==> src/rtl/sdram_vga_reader.sv <==
// Pixel-clock reader for the SDRAM frame buffer: drains the read FIFO in step with a
// VGA raster and drives sync, data-enable and RGB565 pixels through a 2-stage pipeline.
module sdram_vga_reader #(
  parameter int H_ACTIVE    = 640,
  parameter int H_FP        = 16,
  parameter int H_SYNC      = 96,
  parameter int H_BP        = 48,
  parameter int V_ACTIVE    = 480,
  parameter int V_FP        = 10,
  parameter int V_SYNC      = 2,
  parameter int V_BP        = 33,
  parameter int START_LEVEL = 512,
  parameter bit SYNC_POL    = 1'b0
) (
  input  logic        clk,
  input  logic        rst_n,
  input  logic [10:0] fifo_rusedw,
  input  logic [15:0] fifo_rdata,
  output logic        fifo_rreq,
  output logic        vga_hs,
  output logic        vga_vs,
  output logic        vga_de,
  output logic [15:0] vga_rgb,
  output logic        frame_start,
  output logic        underflow
);

  localparam int H_TOTAL = H_ACTIVE + H_FP + H_SYNC + H_BP;
  localparam int V_TOTAL = V_ACTIVE + V_FP + V_SYNC + V_BP;
  localparam int HW      = $clog2(H_TOTAL);
  localparam int VW      = $clog2(V_TOTAL);

  localparam logic [HW-1:0] H_ACT_END  = HW'(H_ACTIVE);
  localparam logic [HW-1:0] H_SYNC_BEG = HW'(H_ACTIVE + H_FP);
  localparam logic [HW-1:0] H_SYNC_END = HW'(H_ACTIVE + H_FP + H_SYNC);
  localparam logic [HW-1:0] H_LAST     = HW'(H_TOTAL - 1);
  localparam logic [VW-1:0] V_ACT_END  = VW'(V_ACTIVE);
  localparam logic [VW-1:0] V_SYNC_BEG = VW'(V_ACTIVE + V_FP);
  localparam logic [VW-1:0] V_SYNC_END = VW'(V_ACTIVE + V_FP + V_SYNC);
  localparam logic [VW-1:0] V_LAST     = VW'(V_TOTAL - 1);
  localparam logic [10:0]   START_WORDS = 11'(START_LEVEL);

  localparam logic [0:0] S_IDLE = 1'b0;
  localparam logic [0:0] S_RUN  = 1'b1;

  logic [0:0]    state;
  logic [HW-1:0] h_cnt;
  logic [VW-1:0] v_cnt;

  logic run, active, hs_on, vs_on, origin, starved;

  assign run     = (state == S_RUN);
  assign active  = (h_cnt < H_ACT_END) && (v_cnt < V_ACT_END);
  assign hs_on   = (h_cnt >= H_SYNC_BEG) && (h_cnt < H_SYNC_END);
  assign vs_on   = (v_cnt >= V_SYNC_BEG) && (v_cnt < V_SYNC_END);
  assign origin  = (h_cnt == '0) && (v_cnt == '0);
  assign starved = (fifo_rusedw == '0);

  assign fifo_rreq = run && active && !starved;

  // NOTE: every clocked block uses non-blocking assignments so all registers
  // sample the pre-edge values and the pipeline stages stay one cycle apart.
  always_ff @(posedge clk or negedge rst_n) begin
    if (!rst_n) begin
      state <= S_IDLE;
      h_cnt <= '0;
      v_cnt <= '0;
    end else if (!run) begin
      h_cnt <= '0;
      v_cnt <= '0;
      if (fifo_rusedw >= START_WORDS) state <= S_RUN;
    end else if (h_cnt == H_LAST) begin
      h_cnt <= '0;
      v_cnt <= (v_cnt == V_LAST) ? '0 : v_cnt + 1'b1;
    end else begin
      h_cnt <= h_cnt + 1'b1;
    end
  end

  // Stage 1: raster controls wait here while the FIFO produces the read word.
  logic de_d, hs_d, vs_d, fs_d, rd_d;

  always_ff @(posedge clk or negedge rst_n) begin
    if (!rst_n) begin
      de_d <= 1'b0;
      hs_d <= ~SYNC_POL;
      vs_d <= ~SYNC_POL;
      fs_d <= 1'b0;
      rd_d <= 1'b0;
    end else begin
      de_d <= run && active;
      hs_d <= (run && hs_on) ? SYNC_POL : ~SYNC_POL;
      vs_d <= (run && vs_on) ? SYNC_POL : ~SYNC_POL;
      fs_d <= run && origin;
      rd_d <= fifo_rreq;
    end
  end

  // Stage 2: a starved active pixel is forced black rather than reusing stale FIFO data.
  always_ff @(posedge clk or negedge rst_n) begin
    if (!rst_n) begin
      vga_de      <= 1'b0;
      vga_hs      <= ~SYNC_POL;
      vga_vs      <= ~SYNC_POL;
      vga_rgb     <= '0;
      frame_start <= 1'b0;
      underflow   <= 1'b0;
    end else begin
      vga_de      <= de_d;
      vga_hs      <= hs_d;
      vga_vs      <= vs_d;
      vga_rgb     <= rd_d ? fifo_rdata : 16'h0000;
      frame_start <= fs_d;
      underflow   <= underflow || (run && active && starved);
    end
  end

endmodule
==> config.mk <==
export PLATFORM = sky130hd
export DESIGN_NAME = sdram_vga_reader
export DESIGN_NICKNAME = d
export VERILOG_FILES = /design/src/rtl/sdram_vga_reader.sv
export SDC_FILE = /design/constraint.sdc
export NUM_CORES = 1
export LEC_CHECK = 0
export BUFFER_PORTS_ARGS = -buffer_cell sky130_fd_sc_hd__buf_2
export CORE_MARGIN = 5
export CORE_UTILIZATION = 40
export DETAILED_ROUTE_END_ITERATION = 10
export PLACE_DENSITY = 0.72
export SLEW_MARGIN = 0
export SYNTH_ARGS = -nofsm -noshare
export SYNTH_HDL_FRONTEND = slang
export SYNTH_SLANG_ARGS = --single-unit
==> constraint.sdc <==
create_clock -name clk -period 1.85 [get_ports clk]
set_input_delay 0.0925 -clock clk [delete_from_list [all_inputs] [get_ports clk]]
set_output_delay 0.0925 -clock clk [all_outputs]
set_load 0.03 [all_outputs]
==> flow_summary.yaml <==
critical_path:
  startpoint_type: "primary input"
  worst_ep_required_time_ns: 1.76
  crit_start: "fifo_rusedw[10]"
  r2r_slack_ns: 0.13
  r2r-end: "v_cnt[9]"
  r2r-start: "h_cnt[7]"
  reg2reg_depth: 4
  critPathKind: "in2out"
  cp_max_fo: 2
  endpoint_kind: "output port"
  crit_arrival_ns: 1.64
timing:
  report.final.slew_viol_count: 0
  min_period_over_period_pct: 93.5
  finalSetupTns_ns: 0
  fmax_mhz: 578
  final_hold_viol_count: 0
  finalCriticalPeriod_ns: 1.73
  tightest_slew_ns: 0.517
  clock_skew_ns: 0.00574
  rsz0062_at_grt: "no"
  slew_headroom_pct: 65.5
  setup_viol_count_final: 0
drt:
  drt_pass1_iterations: 5
  drc: 0
  avgViaCountPerCell: 4.93
  post_drt_wl_per_cell_um: 14.0
  vias: 1648
  drt_iter0_markers: 148
  wl_um: 4680
  postRouteAntennaNets: 0
global_routing:
  antenna_found_initial: 0
  grt_first_pass_wirelength_um: 7490
  track_usage_pct: 14.8
  grt_pass1_vias: 1539
  gr-total-overflow: 0
  grt_max_degree: 25
run:
  cap_violations: 0
finish:
  synthToLayoutAreaGrowth_pct: 34.2
  fin_cells: 334
  nets: 296
  final-seq-area_sq_um: 1180
  n_antenna_cell: 0
  final_layout_size_suffix_gt1_share_pct: 32.6
  fillCellCount: 422
  multiInputGateArea_sq_um: 833
clock_network:
  root_buffer: "clkbuf_8"
  ctsHtreeMaxLevel: 2
  cts_tree: "yes"
  clock-sinks: 47
  cts_buffers: 5
  clock_latency_ns: 0.30
  ctsLongestPathBuffers: 2
  clkTransAtPathRegs_ns: 0.09
synth:
  synthCells: 182
  ys_seq_area_share_pct: 57.6
  synth_warnings: 0
  async_flop_share_pct: 100
  synth_ff_type: "dfrtp_1"
  synth_area_sq_um: 2050
  synth_seq_cells: 47
  synthDistinctLibCells: 42
  synth_nets: 215
  synth_edf_count: 0
  postSynthAreaPerCell_sq_um: 11.3
placement:
  place_inst: 310
  hpwl_um: 3220
  port_buffers: 50
  routabilityCongestion: 0.811
min_path:
  min_to: "vga_rgb[6]"
  min-delay-start: "fifo_rdata[6]"
  whs_path_depth: 2
  hp-class: "in2reg"
power_and_ir_drop:
  power_density_nw_per_um2: 917
  p_leak_uw: 0.00124
  ir_drop_mv: 0.431
floorplan:
  rows: 26
  start_util_pct: 40.6
  die_h_um: 81.6
  core_area_sq_um: 5040
  die_x_um: 81.6
  io_pins: 51
  die_area_sq_um: 6660
outcome:
  status: "completed"
==> state kept, by name (all words and copies together), names as in the netlist <==
signal       count
frame_start      1
underflow        1
vga_hs           1
rd_d             1
vga_vs           1
h_cnt           10
fs_d             1
v_cnt           10
vga_de           1
vs_d             1
run              1
de_d             1
vga_rgb         16
hs_d             1
==> per-stage QoR <==
step / area [sq um] / util [%] / setup slack, ns / total power (uW) / hold WS (ns)
final: 2750 / 54.5 / 0.121 / 2520 / 0.00648
after floorplan: 2050 / - / 0.127 / 1550 / -0.203
after CTS: 2720 / 54.0 / 0.102 / 2540 / 0.00142
after global routing: 2750 / 54.5 / 0.0161 / 2680 / 0.00585
after detailed placement: 2450 / 48.6 / 0.152 / 1730 / 0.105
after global placement: 2450 / 48.6 / 0.147 / 1720 / 0.0980
==> cell families after synthesis <==
group                    count (synthesis)  share of synthesized area [%]
AND/OR/NAND/NOR                         83                           23.1
multiplexers                             1                          0.488
flip-flops                              47                           57.6
adder cells (fa/ha/maj)                  4                           2.44
buffers and inverters                   12                           2.62
XOR/XNOR                                 7                           2.99
AO/OA/AOI/OAI                           28                           10.7
==> how the worst max path moves through the flow <==
stage                endpoint  slack, ns
floorplan            v_cnt[9]       0.13
global placement     v_cnt[6]       0.15
detailed placement   v_cnt[9]       0.15
CTS                 fifo_rreq       0.10
global route         v_cnt[9]       0.02
finish              fifo_rreq       0.12
==> layout make-up <==
type | count | share of cell area (%)
Clock buffer | 6 | 3.00
Multi-Input combinational cell | 123 | 30.3
Sequential cell | 47 | 42.9
Tap cell | 70 | 3.18
Inverter | 9 | 1.23
Timing Repair Buffer | 77 | 17.9
Clock inverter | 2 | 1.41
==> routing by layer <==
metal,routed length (um),vias to the layer above,global-route usage [%]
li1,-,810,-
met1,2020,785,19.7
met2,2380,47,23.7
met3,215,6,2.63
met4,66,0,6.31
met5,0,-,0
==> repair_timing <==
item,in CTS,in global routing
setup buffers,0,1
resized for setup,0,4
hold endpoints to repair,32,0
hold buffers,15,0
setup endpoints to repair,0,2
==> where the power goes <==
part	switching [uW]	internal [uW]
Combinational	281	242
Clock	338	444
Sequential	93.4	1120
Total	713	1810
==> cells in the final DEF (no fill, tap or decap), types with 4 or more instances in the layout <==
cell and instances:
buf_2 49, dfrtp_1 43, and2_1 17, dlygate4sd3_1 15, nand3_1 13, buf_4 12, nand2_1 11, nor2_1 11
inv_1 9, o21ai_0 6, nor3_1 6, clkbuf_8 6, xnor2_1 5, nor4_1 5, nand4_1 4, ha_1 4
dfstp_2 4
==> critical path: stages <==
cell and delay, ns:
dlygate4sd3_1 0.54, buf_2 0.13, nor4_1 0.25, nand2_1 0.16, nor4_4 0.19, nor2_1 0.08
clkbuf_4 0.19
==> cell usage after synthesis, types with 2 or more instances <==
cell	n	area [sq um]
o31ai_1	3	22.5
nand3_1	13	65.1
or3_1	3	18.8
o31a_1	2	17.5
nand4_1	4	25.0
o21ai_0	6	30.0
xnor2_1	5	43.8
xor2_1	2	17.5
nor4_1	6	37.5
nand2_1	11	41.3
and3_1	2	12.5
and2_1	17	106
and4_1	2	17.5
o21a_1	2	15.0
inv_1	9	33.8
a21oi_1	4	20.0
ha_1	4	50.1
dfrtp_1	43	1080
nor2_1	11	41.3
nor3_1	6	30.0
dfstp_2	4	105
a22oi_1	3	22.5
Note: power is estimated with default switching activity, not from simulation.
